==> config.mk <==
export PLATFORM = sky130hd
export DESIGN_NAME = serial_word_rx
export DESIGN_NICKNAME = d
export VERILOG_FILES = /design/src/rtl/serial_word_rx.sv
export SDC_FILE = /design/constraint.sdc
export NUM_CORES = 1
export LEC_CHECK = 0
export ABC_AREA = 1
export ABC_CLOCK_PERIOD_IN_PS = 2590
export CAP_MARGIN = 20
export CELL_PAD_IN_SITES_DETAIL_PLACEMENT = 1
export CELL_PAD_IN_SITES_GLOBAL_PLACEMENT = 1
export CORE_MARGIN = 4
export CORE_UTILIZATION = 39
export CTS_CLUSTER_DIAMETER = 150
export CTS_CLUSTER_SIZE = 30
export DETAILED_ROUTE_END_ITERATION = 8
export PLACE_DENSITY = 0.88
export SYNTH_ARGS = -nofsm -noshare
export SYNTH_HDL_FRONTEND = slang
export SYNTH_SLANG_ARGS = --single-unit
==> constraint.sdc <==
create_clock -name aclk -period 2.59 [get_ports aclk]
set_input_delay 0.518 -clock aclk [delete_from_list [all_inputs] [get_ports aclk]]
set_output_delay 0.518 -clock aclk [all_outputs]
set_load 0.01 [all_outputs]
==> src/rtl/serial_word_rx.sv <==
// rtl/serial_word_rx.sv - 3-wire serial word receiver with valid/ready output, frame-error/overrun flags and counters
module serial_word_rx #(
  parameter int DW   = 16,
  parameter int CNTW = 16
) (
  input  logic            aclk,
  input  logic            areset,
  input  logic            en,
  input  logic            sclk,
  input  logic            sdi,
  input  logic            cs_n,
  output logic [DW-1:0]   m_data,
  output logic            m_valid,
  input  logic            m_ready,
  output logic            frame_err,
  output logic            overrun,
  output logic [CNTW-1:0] frame_cnt,
  output logic [CNTW-1:0] err_cnt
);

  localparam int BW = $clog2(DW + 2);
  localparam logic [0:0] ST_IDLE  = 1'b0;
  localparam logic [0:0] ST_SHIFT = 1'b1;
  localparam logic [BW-1:0] BIT_FULL = BW'(DW);
  localparam logic [BW-1:0] BIT_SAT  = BW'(DW + 1);
  localparam logic [CNTW-1:0] CNT_MAX = '1;

  // Index 0/1 are the synchroniser stages, index 2 is the edge-detect history.
  logic [2:0]      sclk_sync_q, sclk_sync_d;
  logic [2:0]      cs_sync_q, cs_sync_d;
  logic [1:0]      sdi_sync_q, sdi_sync_d;
  logic [0:0]      state_q, state_d;
  logic [BW-1:0]   bit_cnt_q, bit_cnt_d;
  logic [DW-1:0]   shreg_q, shreg_d;
  logic [DW-1:0]   m_data_q, m_data_d;
  logic            m_valid_q, m_valid_d;
  logic            frame_err_q, frame_err_d;
  logic            overrun_q, overrun_d;
  logic [CNTW-1:0] frame_cnt_q, frame_cnt_d;
  logic [CNTW-1:0] err_cnt_q, err_cnt_d;

  logic            sclk_rise, cs_rise, cs_fall;
  logic [BW-1:0]   cnt_next;
  logic [DW-1:0]   shreg_next;

  assign sclk_rise = sclk_sync_q[1] & ~sclk_sync_q[2];
  assign cs_rise   = cs_sync_q[1] & ~cs_sync_q[2];
  assign cs_fall   = ~cs_sync_q[1] & cs_sync_q[2];

  always_comb begin
    sclk_sync_d = {sclk_sync_q[1:0], sclk};
    cs_sync_d   = {cs_sync_q[1:0], cs_n};
    sdi_sync_d  = {sdi_sync_q[0], sdi};
    state_d     = state_q;
    bit_cnt_d   = bit_cnt_q;
    shreg_d     = shreg_q;
    m_data_d    = m_data_q;
    m_valid_d   = m_valid_q & ~m_ready;
    frame_err_d = 1'b0;
    overrun_d   = 1'b0;
    frame_cnt_d = frame_cnt_q;
    err_cnt_d   = err_cnt_q;
    cnt_next    = bit_cnt_q;
    shreg_next  = shreg_q;

    if (sclk_rise) begin
      shreg_next = {shreg_q[DW-2:0], sdi_sync_q[1]};
      cnt_next   = (bit_cnt_q == BIT_SAT) ? bit_cnt_q : bit_cnt_q + BW'(1);
    end

    case (state_q)
      ST_IDLE: begin
        if (cs_fall && en) begin
          state_d   = ST_SHIFT;
          bit_cnt_d = '0;
          shreg_d   = '0;
        end
      end
      default: begin
        if (!en) begin
          state_d = ST_IDLE;
        end else begin
          // A bit arriving together with the close is counted before judging the frame.
          bit_cnt_d = cnt_next;
          shreg_d   = shreg_next;
          if (cs_rise) begin
            state_d = ST_IDLE;
            if (cnt_next != BIT_FULL) begin
              frame_err_d = 1'b1;
            end else if (m_valid_q && !m_ready) begin
              overrun_d = 1'b1;
            end else begin
              m_data_d  = shreg_next;
              m_valid_d = 1'b1;
              if (frame_cnt_q != CNT_MAX) frame_cnt_d = frame_cnt_q + CNTW'(1);
            end
            if ((frame_err_d || overrun_d) && err_cnt_q != CNT_MAX) begin
              err_cnt_d = err_cnt_q + CNTW'(1);
            end
          end
        end
      end
    endcase
  end

  always_ff @(posedge aclk) begin
    if (areset) begin
      sclk_sync_q <= 3'b111;
      cs_sync_q   <= 3'b000;
      sdi_sync_q  <= 2'b00;
      state_q     <= ST_IDLE;
      bit_cnt_q   <= '0;
      shreg_q     <= '0;
      m_data_q    <= '0;
      m_valid_q   <= 1'b0;
      frame_err_q <= 1'b0;
      overrun_q   <= 1'b0;
      frame_cnt_q <= '0;
      err_cnt_q   <= '0;
    end else begin
      sclk_sync_q <= sclk_sync_d;
      cs_sync_q   <= cs_sync_d;
      sdi_sync_q  <= sdi_sync_d;
      state_q     <= state_d;
      bit_cnt_q   <= bit_cnt_d;
      shreg_q     <= shreg_d;
      m_data_q    <= m_data_d;
      m_valid_q   <= m_valid_d;
      frame_err_q <= frame_err_d;
      overrun_q   <= overrun_d;
      frame_cnt_q <= frame_cnt_d;
      err_cnt_q   <= err_cnt_d;
    end
  end

  assign m_data    = m_data_q;
  assign m_valid   = m_valid_q;
  assign frame_err = frame_err_q;
  assign overrun   = overrun_q;
  assign frame_cnt = frame_cnt_q;
  assign err_cnt   = err_cnt_q;

endmodule
Word level (Yosys, flattened, before mapping)
Cells that the tools add are included.
{"block": "word_totals", "ff_bits": 81, "inputBits": 7, "out_inout_bits": 51, "wordCells": 71}
{"block": "op_classes", "add_sub_neg": 3, "n_eq_ne": 5, "n_mux": 27, "bitwise": 13, "n_reduce_logical": 11}
{"op": "16-bit two-way mux", "n": 4}
{"op": "16-bit by 1-bit adder with 16-bit output (second input constant)", "n": 2}
{"op": "16-bit != test (second input constant)", "n": 2}
{"op": "5-bit two-way mux", "n": 5}
{"op": "1-bit two-way mux", "n": 18}
{"op": "1-bit inverter", "n": 9}
{"op": "6-bit AND reduction", "n": 1}
{"op": "5-bit by 1-bit adder with 5-bit output (second input constant)", "n": 1}
{"op": "5-bit equality test (second input constant)", "n": 1}
{"op": "5-bit != test (second input constant)", "n": 1}
{"op": "5-bit AND reduction", "n": 1}
{"op": "1-bit AND", "n": 4}
{"op": "4-bit AND reduction", "n": 1}
{"op": "4-bit OR reduction", "n": 1}
{"op": "1-bit logical AND", "n": 3}
{"op": "2-bit != test (second input constant)", "n": 1}
{"op": "2-bit AND reduction", "n": 1}
{"op": "2-bit nonzero test", "n": 1}
{"op": "1-bit logical NOT", "n": 1}
{"op": "1-bit logical OR", "n": 1}

Depth between registers and ports, before layout
Gate-level depths: netlist (run 1).
{"block": "logic_depth", "ltp_word": 11, "ltp_mapped": 16, "ltp_nobuf": 16}

Worst setup path after synthesis (run 1)
Ideal clock, no wire load.
{"block": "synth_path", "path_kind": "register to register", "start": "register frame_cnt_q[0], in the netlist frame_cnt[0]", "end": "register frame_cnt_q[10], in the netlist frame_cnt[10]", "setup_time_ns": 0.070, "t_arrival_ns": 1.764, "required_ns": 2.520, "setup_slack_ns": 0.756, "stages_incl_launch_ff": 11, "n_path_buf": 1, "period_less_slack_ns": 1.834, "path_cell_list": "dfxtp_1 > ha_1 > nand2_1 > nor3b_2 > nand2_1 > nor2_1 > nor2_1 > nand4_2 > buf_4 > nand2_1 > a21oi_1"}
{"block": "synth_between", "elab_chain_len": 2, "elab_cells_between_ends": 3, "cone_classes": "add/sub: 1; eq/ne: 1; reduce/logical: 1"}
{"item": "from (decl)", "line_no": "39", "text": "logic [CNTW-1:0] frame_cnt_q, frame_cnt_d;"}
{"item": "from (signal assigned)", "line_no": "131", "text": "frame_cnt_q <= frame_cnt_d;"}
{"item": "parallel branches: the longest is 2 deep, another holds 16-bit by 1-bit adder with 16-bit output"}
Several ways; the timed one is not identified.
A chain may end at the register's enable or synchronous reset.

Final worst setup path (run 1)
{"block": "layout_path", "start": "register bit_cnt_q[0]", "end": "register m_data_q[4], in the netlist m_data[4]"}
{"block": "layout_between", "elab_chain_len": 6, "elab_cells_between_ends": 7, "cone_classes": "add/sub: 1; eq/ne: 2; mux: 2; bitwise: 1; reduce/logical: 1"}
{"item": "from (decl)", "line_no": "33", "text": "logic [BW-1:0] bit_cnt_q, bit_cnt_d;"}
{"item": "from (signal assigned)", "line_no": "125", "text": "bit_cnt_q <= bit_cnt_d;"}
{"item": "5-bit by 1-bit adder with 5-bit output or 5-bit equality test (tied branches)", "line_no": "68", "text": "cnt_next = (bit_cnt_q == BIT_SAT) ? bit_cnt_q : bit_cnt_q + BW'(1);"}
{"item": "5-bit two-way mux", "line_no": "68"}
{"item": "5-bit two-way mux *", "line_no": "66", "text": "if (sclk_rise) begin"}
{"item": "5-bit != test *", "line_no": "88", "text": "if (cnt_next != BIT_FULL) begin"}
{"item": "1-bit inverter (no line) *"}
{"item": "5-bit AND reduction (no line) *"}
{"item": "to (signal assigned)", "line_no": "127", "text": "m_data_q <= m_data_d;"}
{"item": "to (decl)", "line_no": "35", "text": "logic [DW-1:0] m_data_q, m_data_d;"}
Mark *: on every way between the ends. The rest lies on a longest branch, timed or not.

==> qor_table.md, run 1 <==
| Result | Reported |
|:---|:---|
| Sequential share of power | 0.558 |
| Clock sink count | 81 |
| Worst Setup Path Type | reg2reg |
| Remaining Overflow, GRT | 0 |
| Number of nets in the layout | 634 |
| Post-layout instance count excluding filler cells | 760 |
| Residual DRC count | 0 |
| Max Fanout on Critical Path | 16 |
| Psw | 513.1 uW |
| Relative area change from synthesis to final layout | 21.16% |
| Critical path arrival | 2.61 ns |
| Number of nets produced by synthesis | 582 |
| Class of the worst hold path | reg2reg |
| Dpl cells | 745 |
| Residual antenna-violating net count after detailed routing | 0 |
| Number of enable-type register cells in the synthesized netlist | 0 |
| Stages on the worst setup path | 11 |
| Comb power frac | 0.028 |
| Filler Cells Inserted | 1254 |
| Ant diodes | 0 |
| Starting Density | 0.4062 |
| Library cells used by synthesis | 34 |
| Max stage delay cell, worst path | sky130_fd_sc_hd__dfxtp_1 |
| CTS hold repair buffers | 0 |
| Vias in the first global route | 4107 |
| Minimum setup slack in the final design | 0.2700 ns |
| Leakage | 0.001824 uW |
| Normalized max-slew margin | 0.5627 |
| Startpoint of the most critical hold path | cs_sync_q[0] |
| Most used flip-flop cell after synthesis | sky130_fd_sc_hd__dfxtp_1 |
| Initial antenna violation count | 0 |
| Area occupied by multi-input gates | 2101 sq um |
| Share of flip-flops with an asynchronous set or reset | 0 |
| Cell count after synthesis | 571 |
| Kind of end point of the critical path | register |
| Largest net degree at the start of global routing | 37 |
| Core Rows | 36 |
| TritonCTS clock tree | done |
| GRT Util Overall | 0.2053 |
| Worst path cell trace | ha_1 > inv_1 > nor2_1 > nand3_1 > nand2_1 > nand3_2 > nor2_4 > nand2_4 > nor2_4 > o21ai_0 > nor2_1 |
| Worst IR Drop VDD | 0.2386 mV |
| Post-cts gate resize count | 0 |
| Net switching share of the total power | 0.2285 |
| Register-to-Register Path Depth | 11 |
| Worst Hold End | cs_sync_q[1] |
| Total power divided by cell area | 458.4 nW/um^2 |
| Internal reg-to-reg setup slack | 0.27 ns |
| Worst-Margin Slew | 0.6553 ns |
| Top post-synthesis cells by area | sky130_fd_sc_hd__dfxtp_1, sky130_fd_sc_hd__nand2_1, sky130_fd_sc_hd__a21oi_1, sky130_fd_sc_hd__nor2_1, sky130_fd_sc_hd__nand3_1 |
| Seq/Total Area, Yosys | 0.4010 |
| Unrepaired setup endpoints after global routing | false |
| Clock network fraction of design power | 0.415 |
| Leading area contributor after synthesis | sky130_fd_sc_hd__dfxtp_1 |
| Core region area | 9955 sq um |
| Average footprint of a synthesized cell | 7.082 sq um |
| Most frequent cell after synthesis | sky130_fd_sc_hd__nand2_1 |
| Highest attainable clock frequency | 0.4310 GHz |
| Clock-pin slew on the worst setup and hold paths | 0.09 ns |
| Root buffer selected by CTS | sky130_fd_sc_hd__clkbuf_8 |
| Die outline width | 109.8 microns |
| Cell depth of the worst hold path | 2 |
| Final Max Tran Viols | 0 |
| Yosys reg bits | 81 |
| Detail Placement HPWL | 8.193 mm |
| Clock latency on the worst-skew pair | 0.35 ns |
| Result of the run | finished clean |
| Syn. warnings | 0 |
| CP Buf/Inv Count | 1 |
| Final hold vios | 0 |
| Crit-path max cell delay | 0.44 ns |
| Synth top area share | 0.4010 |
| CTS max path bufs | 2 |
| Cell type group with the largest total delay on the critical path | simple AND/OR/NAND/NOR gates |
| Total negative setup slack | 0 ns |
| Routed wirelength normalized by instance count | 15.27 microns |
| Max-capacitance violation count | 0 |
| CTS HTree Levels | 3 |
| Detailed-router iteration count before antenna repair | 4 |
| Worst clock skew on the final layout | 0.01259 ns |
| Sequential cell area | 1622 sq um |
| Kind of launch point of the worst setup path | register |
| Boundary pin count | 58 |
| Period utilization | 0.8957 |
| Netlist area before placement | 4044 sq um |
| Detailed router's first-iteration violation count | 228 |
| Post-Place Setup Slack | 0.01214 ns |
| Die Span Y | 109.8 microns |
| Total die area | 12060 sq um |
| Cell Int Power | 1733 uW |
| RR Endpoint | m_data[4] |
| Port-buffer cells | 57 |
| Origin of the critical flop-to-flop path | bit_cnt_q[0] |
| Average via count per standard cell | 5.167 |
| Share of final-layout standard cells stronger than drive strength 1 | 0.09091 |
| Top post-synthesis cells by count | sky130_fd_sc_hd__nand2_1, sky130_fd_sc_hd__dfxtp_1, sky130_fd_sc_hd__nor2_1 |
| Number of buffers created by CTS | 9 |
| Final count of negative-setup-slack endpoints | 0 |
| Wire length reported by the detailed router | 11.61 mm |
| Fin crit period | 2.320 ns |
| Post-CTS setup repair buffer count | 0 |
| Data required time of the critical path | 2.88 ns |
| Global-route wire length before repair | 19.86 mm |
| Count of vias placed by the detailed router | 3927 |
| Final GP Congestion | 0.8731 |
[layout make-up]
class | count | area share
multi-input cells | 416 | 0.4288
flip-flops and latches | 81 | 0.3310
repair buffers | 66 | 0.1292
inverters | 49 | 0.03754
well taps | 133 | 0.03396
clock buffers | 10 | 0.02809
clock inverters | 5 | 0.01149
[cell usage in the layout, fill, tap and decap left out, types with 2 or more instances in the layout]
cell and n:
sky130_fd_sc_hd__clkinv_2 2, sky130_fd_sc_hd__nand2_4 4, sky130_fd_sc_hd__dfxtp_1 81, sky130_fd_sc_hd__nand4_1 22
sky130_fd_sc_hd__xnor2_1 9, sky130_fd_sc_hd__nand3_1 39, sky130_fd_sc_hd__nor2_2 12, sky130_fd_sc_hd__or2_2 2
sky130_fd_sc_hd__nor4_1 2, sky130_fd_sc_hd__inv_2 3, sky130_fd_sc_hd__clkbuf_8 10, sky130_fd_sc_hd__xor2_1 16
sky130_fd_sc_hd__nor3_1 8, sky130_fd_sc_hd__nor2_1 58, sky130_fd_sc_hd__nor2_4 2, sky130_fd_sc_hd__buf_4 9
sky130_fd_sc_hd__nand2_2 2, sky130_fd_sc_hd__a21oi_1 50, sky130_fd_sc_hd__nand2_1 154, sky130_fd_sc_hd__clkdlybuf4s50_1 56
sky130_fd_sc_hd__o21ai_0 13, sky130_fd_sc_hd__inv_1 46, sky130_fd_sc_hd__ha_1 4, sky130_fd_sc_hd__o21ai_1 10
[cell families after synthesis]
| kind of cell | synth area share |
|---|---|
| adders and majority gates | 0.01238 |
| and+or+nand+nor | 0.3555 |
| AOI/OAI and AO/OA | 0.09499 |
| muxes | 0.002475 |
| xor gates and xnor gates | 0.05415 |
| DFF | 0.4010 |
| buffers and inverters | 0.07952 |
[worst reg2reg max path, stage by stage, from the launching register on]
cell	delay (ns)
sky130_fd_sc_hd__dfxtp_1	0.44
sky130_fd_sc_hd__ha_1	0.26
sky130_fd_sc_hd__inv_1	0.06
sky130_fd_sc_hd__nor2_1	0.16
sky130_fd_sc_hd__nand3_1	0.09
sky130_fd_sc_hd__nand2_1	0.11
sky130_fd_sc_hd__nand3_2	0.13
sky130_fd_sc_hd__nor2_4	0.19
sky130_fd_sc_hd__nand2_4	0.17
sky130_fd_sc_hd__nor2_4	0.38
sky130_fd_sc_hd__o21ai_0	0.15
sky130_fd_sc_hd__nor2_1	0.13
[stage by stage]
stage	total power, uW	utilization	instance area [sq um]	hold WS (ns)
finish	2246	0.4922	4900	0.4107
global route	2340	0.4922	4900	0.4347
CTS	2270	0.4922	4900	0.4142
detailed placement	1344	0.4727	4706	0.4016
global placement	1342	0.4727	4706	0.3915
floorplan	1320	-	4044	0.3883
[flip-flops by register name (all words and copies together), names as in the netlist]
| register | flops |
|---|---|
| m_data | 16 |
| shreg_q | 16 |
| sclk_sync_q | 3 |
| bit_cnt_q | 5 |
| state_q | 1 |
| sdi_sync_q | 2 |
| cs_sync_q | 3 |
| err_cnt | 16 |
| frame_cnt | 16 |
| overrun | 1 |
| frame_err | 1 |
| m_valid | 1 |
[routing by layer]
| layer | vias to the layer above | global-route usage | part of all wire |
|---|---|---|---|
| li1 | 1938 | - | - |
| met1 | 1894 | 0.2569 | 0.45 |
| met2 | 77 | 0.3553 | 0.50 |
| met3 | 18 | 0.04228 | 0.041 |
| met4 | 0 | 0.05877 | 0.012 |
| met5 | - | 0 | 0 |
[power groups by stage]
stage | clock network (uW) | logic (uW) | registers (uW)
final | 931 | 62.2 | 1250
after global routing | 1020 | 68.7 | 1250
after global placement | 0 | 60.1 | 1280
after floorplan | 0 | 38.9 | 1280
after CTS | 955 | 62.6 | 1250
after detailed placement | 0 | 62.6 | 1280
[worst max-delay path by stage]
stage | from | endpoint | slack (ns)
global placement | en | err_cnt[0] | 0.08
detailed placement | en | err_cnt[0] | 0.01
finish | bit_cnt_q[0] | m_data[4] | 0.27
CTS | bit_cnt_q[0] | m_data[4] | 0.26
global route | bit_cnt_q[0] | m_data[4] | 0.02
floorplan | frame_cnt[0] | frame_cnt[10] | 0.76
Power figures use the tool's default switching activity.
==> run 2, diff against run 1 <==
--- a/config.mk
+++ b/config.mk
@@ -16,6 +16,7 @@
 export CTS_CLUSTER_SIZE = 30
 export DETAILED_ROUTE_END_ITERATION = 8
 export PLACE_DENSITY = 0.88
+export SKIP_CTS_REPAIR_TIMING = 1
 export SYNTH_ARGS = -nofsm -noshare
 export SYNTH_HDL_FRONTEND = slang
 export SYNTH_SLANG_ARGS = --single-unit
==> results of run 2 <==
Same layout as run 1: the final DEF is identical, and so are final timing and power.
==> run 3, diff against run 2 <==
--- a/config.mk
+++ b/config.mk
@@ -10,11 +10,12 @@
 export CAP_MARGIN = 20
 export CELL_PAD_IN_SITES_DETAIL_PLACEMENT = 1
 export CELL_PAD_IN_SITES_GLOBAL_PLACEMENT = 1
-export CORE_MARGIN = 4
+export CORE_MARGIN = 2
 export CORE_UTILIZATION = 39
 export CTS_CLUSTER_DIAMETER = 150
 export CTS_CLUSTER_SIZE = 30
 export DETAILED_ROUTE_END_ITERATION = 8
+export HOLD_SLACK_MARGIN = 0.12
 export PLACE_DENSITY = 0.88
 export SKIP_CTS_REPAIR_TIMING = 1
 export SYNTH_ARGS = -nofsm -noshare
==> run 3 against run 2 <==
Compared with the run above: critical path depth is the same; first-iteration DRC count fell by 53%; highest routed layer unchanged; combinational power about the same; sequential power about the same; setup slack worse by 0.040 ns; sequential share of layout area grew 0.10 points; via count increased by 0.48%.
==> qor_table.md, run 3 (synthesis gave the netlist of run 1 again) <==
| Result | Reported |
|:---|:---|
| Result of the run | finished clean |
| Critical Path End | m_data[3] |
| Crit-path max cell delay | 0.44 ns |
| Detail Placement HPWL | 7.815 mm |
| RR Endpoint | m_data[3] |
| Residual antenna-violating net count after detailed routing | 0 |
| Post-Place Setup Slack | 0.1885 ns |
| Worst-Margin Slew | 0.6561 ns |
| Number of nets in the layout | 633 |
| Residual DRC count | 0 |
| Detailed-router iteration count before antenna repair | 4 |
| Count of vias placed by the detailed router | 3946 |
| Die outline width | 105.8 microns |
| Register-to-Register Path Depth | 11 |
| Remaining Overflow, GRT | 0 |
| Share of final-layout standard cells stronger than drive strength 1 | 0.08931 |
| Worst Setup Path Type | reg2reg |
| CP Buf/Inv Count | 1 |
| Origin of the critical flop-to-flop path | bit_cnt_q[0] |
| Largest net degree at the start of global routing | 32 |
| Core Rows | 37 |
| Internal reg-to-reg setup slack | 0.23 ns |
| Max-capacitance violation count | 0 |
| Stages on the worst setup path | 11 |
| Max stage delay cell, worst path | sky130_fd_sc_hd__dfxtp_1 |
| Critical path arrival | 2.66 ns |
| Number of buffers created by CTS | 9 |
| Ant diodes | 0 |
| Data required time of the critical path | 2.88 ns |
| Clock sink count | 81 |
| Class of the worst hold path | reg2reg |
| Root buffer selected by CTS | sky130_fd_sc_hd__clkbuf_8 |
| Filler Cells Inserted | 1311 |
| Wire length reported by the detailed router | 11.59 mm |
| Clock latency on the worst-skew pair | 0.36 ns |
| Final count of negative-setup-slack endpoints | 0 |
| Minimum setup slack in the final design | 0.2295 ns |
| Global-route wire length before repair | 19.62 mm |
| Detailed router's first-iteration violation count | 108 |
| Core region area | 10180 sq um |
| Final hold vios | 0 |
| GRT Util Overall | 0.2157 |
| Final Max Tran Viols | 0 |
| Commonest cells after routing, fill and taps aside | sky130_fd_sc_hd__nand2_1, sky130_fd_sc_hd__dfxtp_1, sky130_fd_sc_hd__nor2_1, sky130_fd_sc_hd__clkdlybuf4s50_1, sky130_fd_sc_hd__a21oi_1 |
| Total negative setup slack | 0 ns |
| Leading cell type in the layout, fill and taps excluded | sky130_fd_sc_hd__nand2_1 |
| Kind of launch point of the worst setup path | register |
| Origin of the worst setup path | bit_cnt_q[0] |
| Kind of end point of the critical path | register |
| Initial antenna violation count | 0 |
| Clock-pin slew on the worst setup and hold paths | 0.08 ns |
| Cell depth of the worst hold path | 2 |
| Final GP Congestion | 0.8630 |
| Max Fanout on Critical Path | 16 |
| Total power divided by cell area | 448.8 nW/um^2 |
| Worst clock skew on the final layout | 0.01804 ns |
| Worst path cell trace | ha_1 > inv_1 > nor2_1 > nand3_1 > nand2_1 > nand3_2 > nor2_4 > nand2_4 > nor2_4 > o21ai_0 > nor2_1 |
| Boundary pin count | 58 |
| Port-buffer cells | 57 |
| TritonCTS clock tree | done |
| Leakage | 0.001806 uW |
| Average via count per standard cell | 5.172 |
| Routed wirelength normalized by instance count | 15.19 microns |
| Die Span Y | 105.8 microns |
| Total die area | 11200 sq um |
| Starting Density | 0.3971 |
| CTS HTree Levels | 3 |
| Cell type group with the largest total delay on the critical path | simple AND/OR/NAND/NOR gates |
| CTS max path bufs | 2 |
| Vias in the first global route | 4140 |
| Normalized max-slew margin | 0.5621 |
| Period utilization | 0.9114 |
| Highest attainable clock frequency | 0.4236 GHz |
| Relative area change from synthesis to final layout | 20.79% |
| Worst IR Drop VDD | 0.2542 mV |
| Unrepaired setup endpoints after global routing | false |
| Fin crit period | 2.360 ns |
run 3: worst min path at each step:
| stage | startpoint | endpoint | slack [ns] |
|---|---|---|---|
| floorplan | cs_sync_q[0] | cs_sync_q[1] | 0.39 |
| global placement | sdi_sync_q[0] | sdi_sync_q[1] | 0.39 |
| detailed placement | sclk_sync_q[0] | sclk_sync_q[1] | 0.40 |
| CTS | cs_sync_q[0] | cs_sync_q[1] | 0.41 |
| global route | cs_sync_q[0] | cs_sync_q[1] | 0.42 |
| finish | cs_sync_q[0] | cs_sync_q[1] | 0.41 |
run 3: cell type report:
cell class | instances | area, sq um | area share
multi-input cells | 416 | 2101 | 0.4301
flip-flops and latches | 81 | 1622 | 0.3320
repair buffers | 65 | 625.6 | 0.1281
inverters | 49 | 183.9 | 0.03765
well taps | 136 | 170.2 | 0.03484
clock buffers | 12 | 155.1 | 0.03176
clock inverters | 4 | 27.53 | 0.005635
run 3: layer usage:
metal,GRT usage,share of wire
met5,0,0
met4,0.07613,0.014
met3,0.02907,0.023
met1,0.2617,0.46
met2,0.3885,0.51
run 3: worst register-to-register path, stage by stage, from the launching register on:
cell and delay (ns):
sky130_fd_sc_hd__dfxtp_1 0.44, sky130_fd_sc_hd__ha_1 0.25, sky130_fd_sc_hd__inv_1 0.07, sky130_fd_sc_hd__nor2_1 0.18
sky130_fd_sc_hd__nand3_1 0.10, sky130_fd_sc_hd__nand2_1 0.13, sky130_fd_sc_hd__nand3_2 0.14, sky130_fd_sc_hd__nor2_4 0.19
sky130_fd_sc_hd__nand2_4 0.18, sky130_fd_sc_hd__nor2_4 0.35, sky130_fd_sc_hd__o21ai_0 0.15, sky130_fd_sc_hd__nor2_1 0.14
run 3: where the power goes:
group | internal, uW | switching, uW
Combinational | 17.8 | 44.3
Sequential | 1250 | 2.86
Clock | 400 | 478
Total | 1670 | 525
run 3: through the flow:
step	power, uW	hold slack (ns)	std cells	cell area (sq um)	utilization
floorplan	1320	0.3883	571	4044	-
global placement	1341	0.3913	747	4702	0.4617
detailed placement	1343	0.3968	747	4702	0.4617
CTS	2212	0.4109	763	4885	0.4796
global route	2269	0.4243	763	4885	0.4796
finish	2192	0.4076	763	4885	0.4796
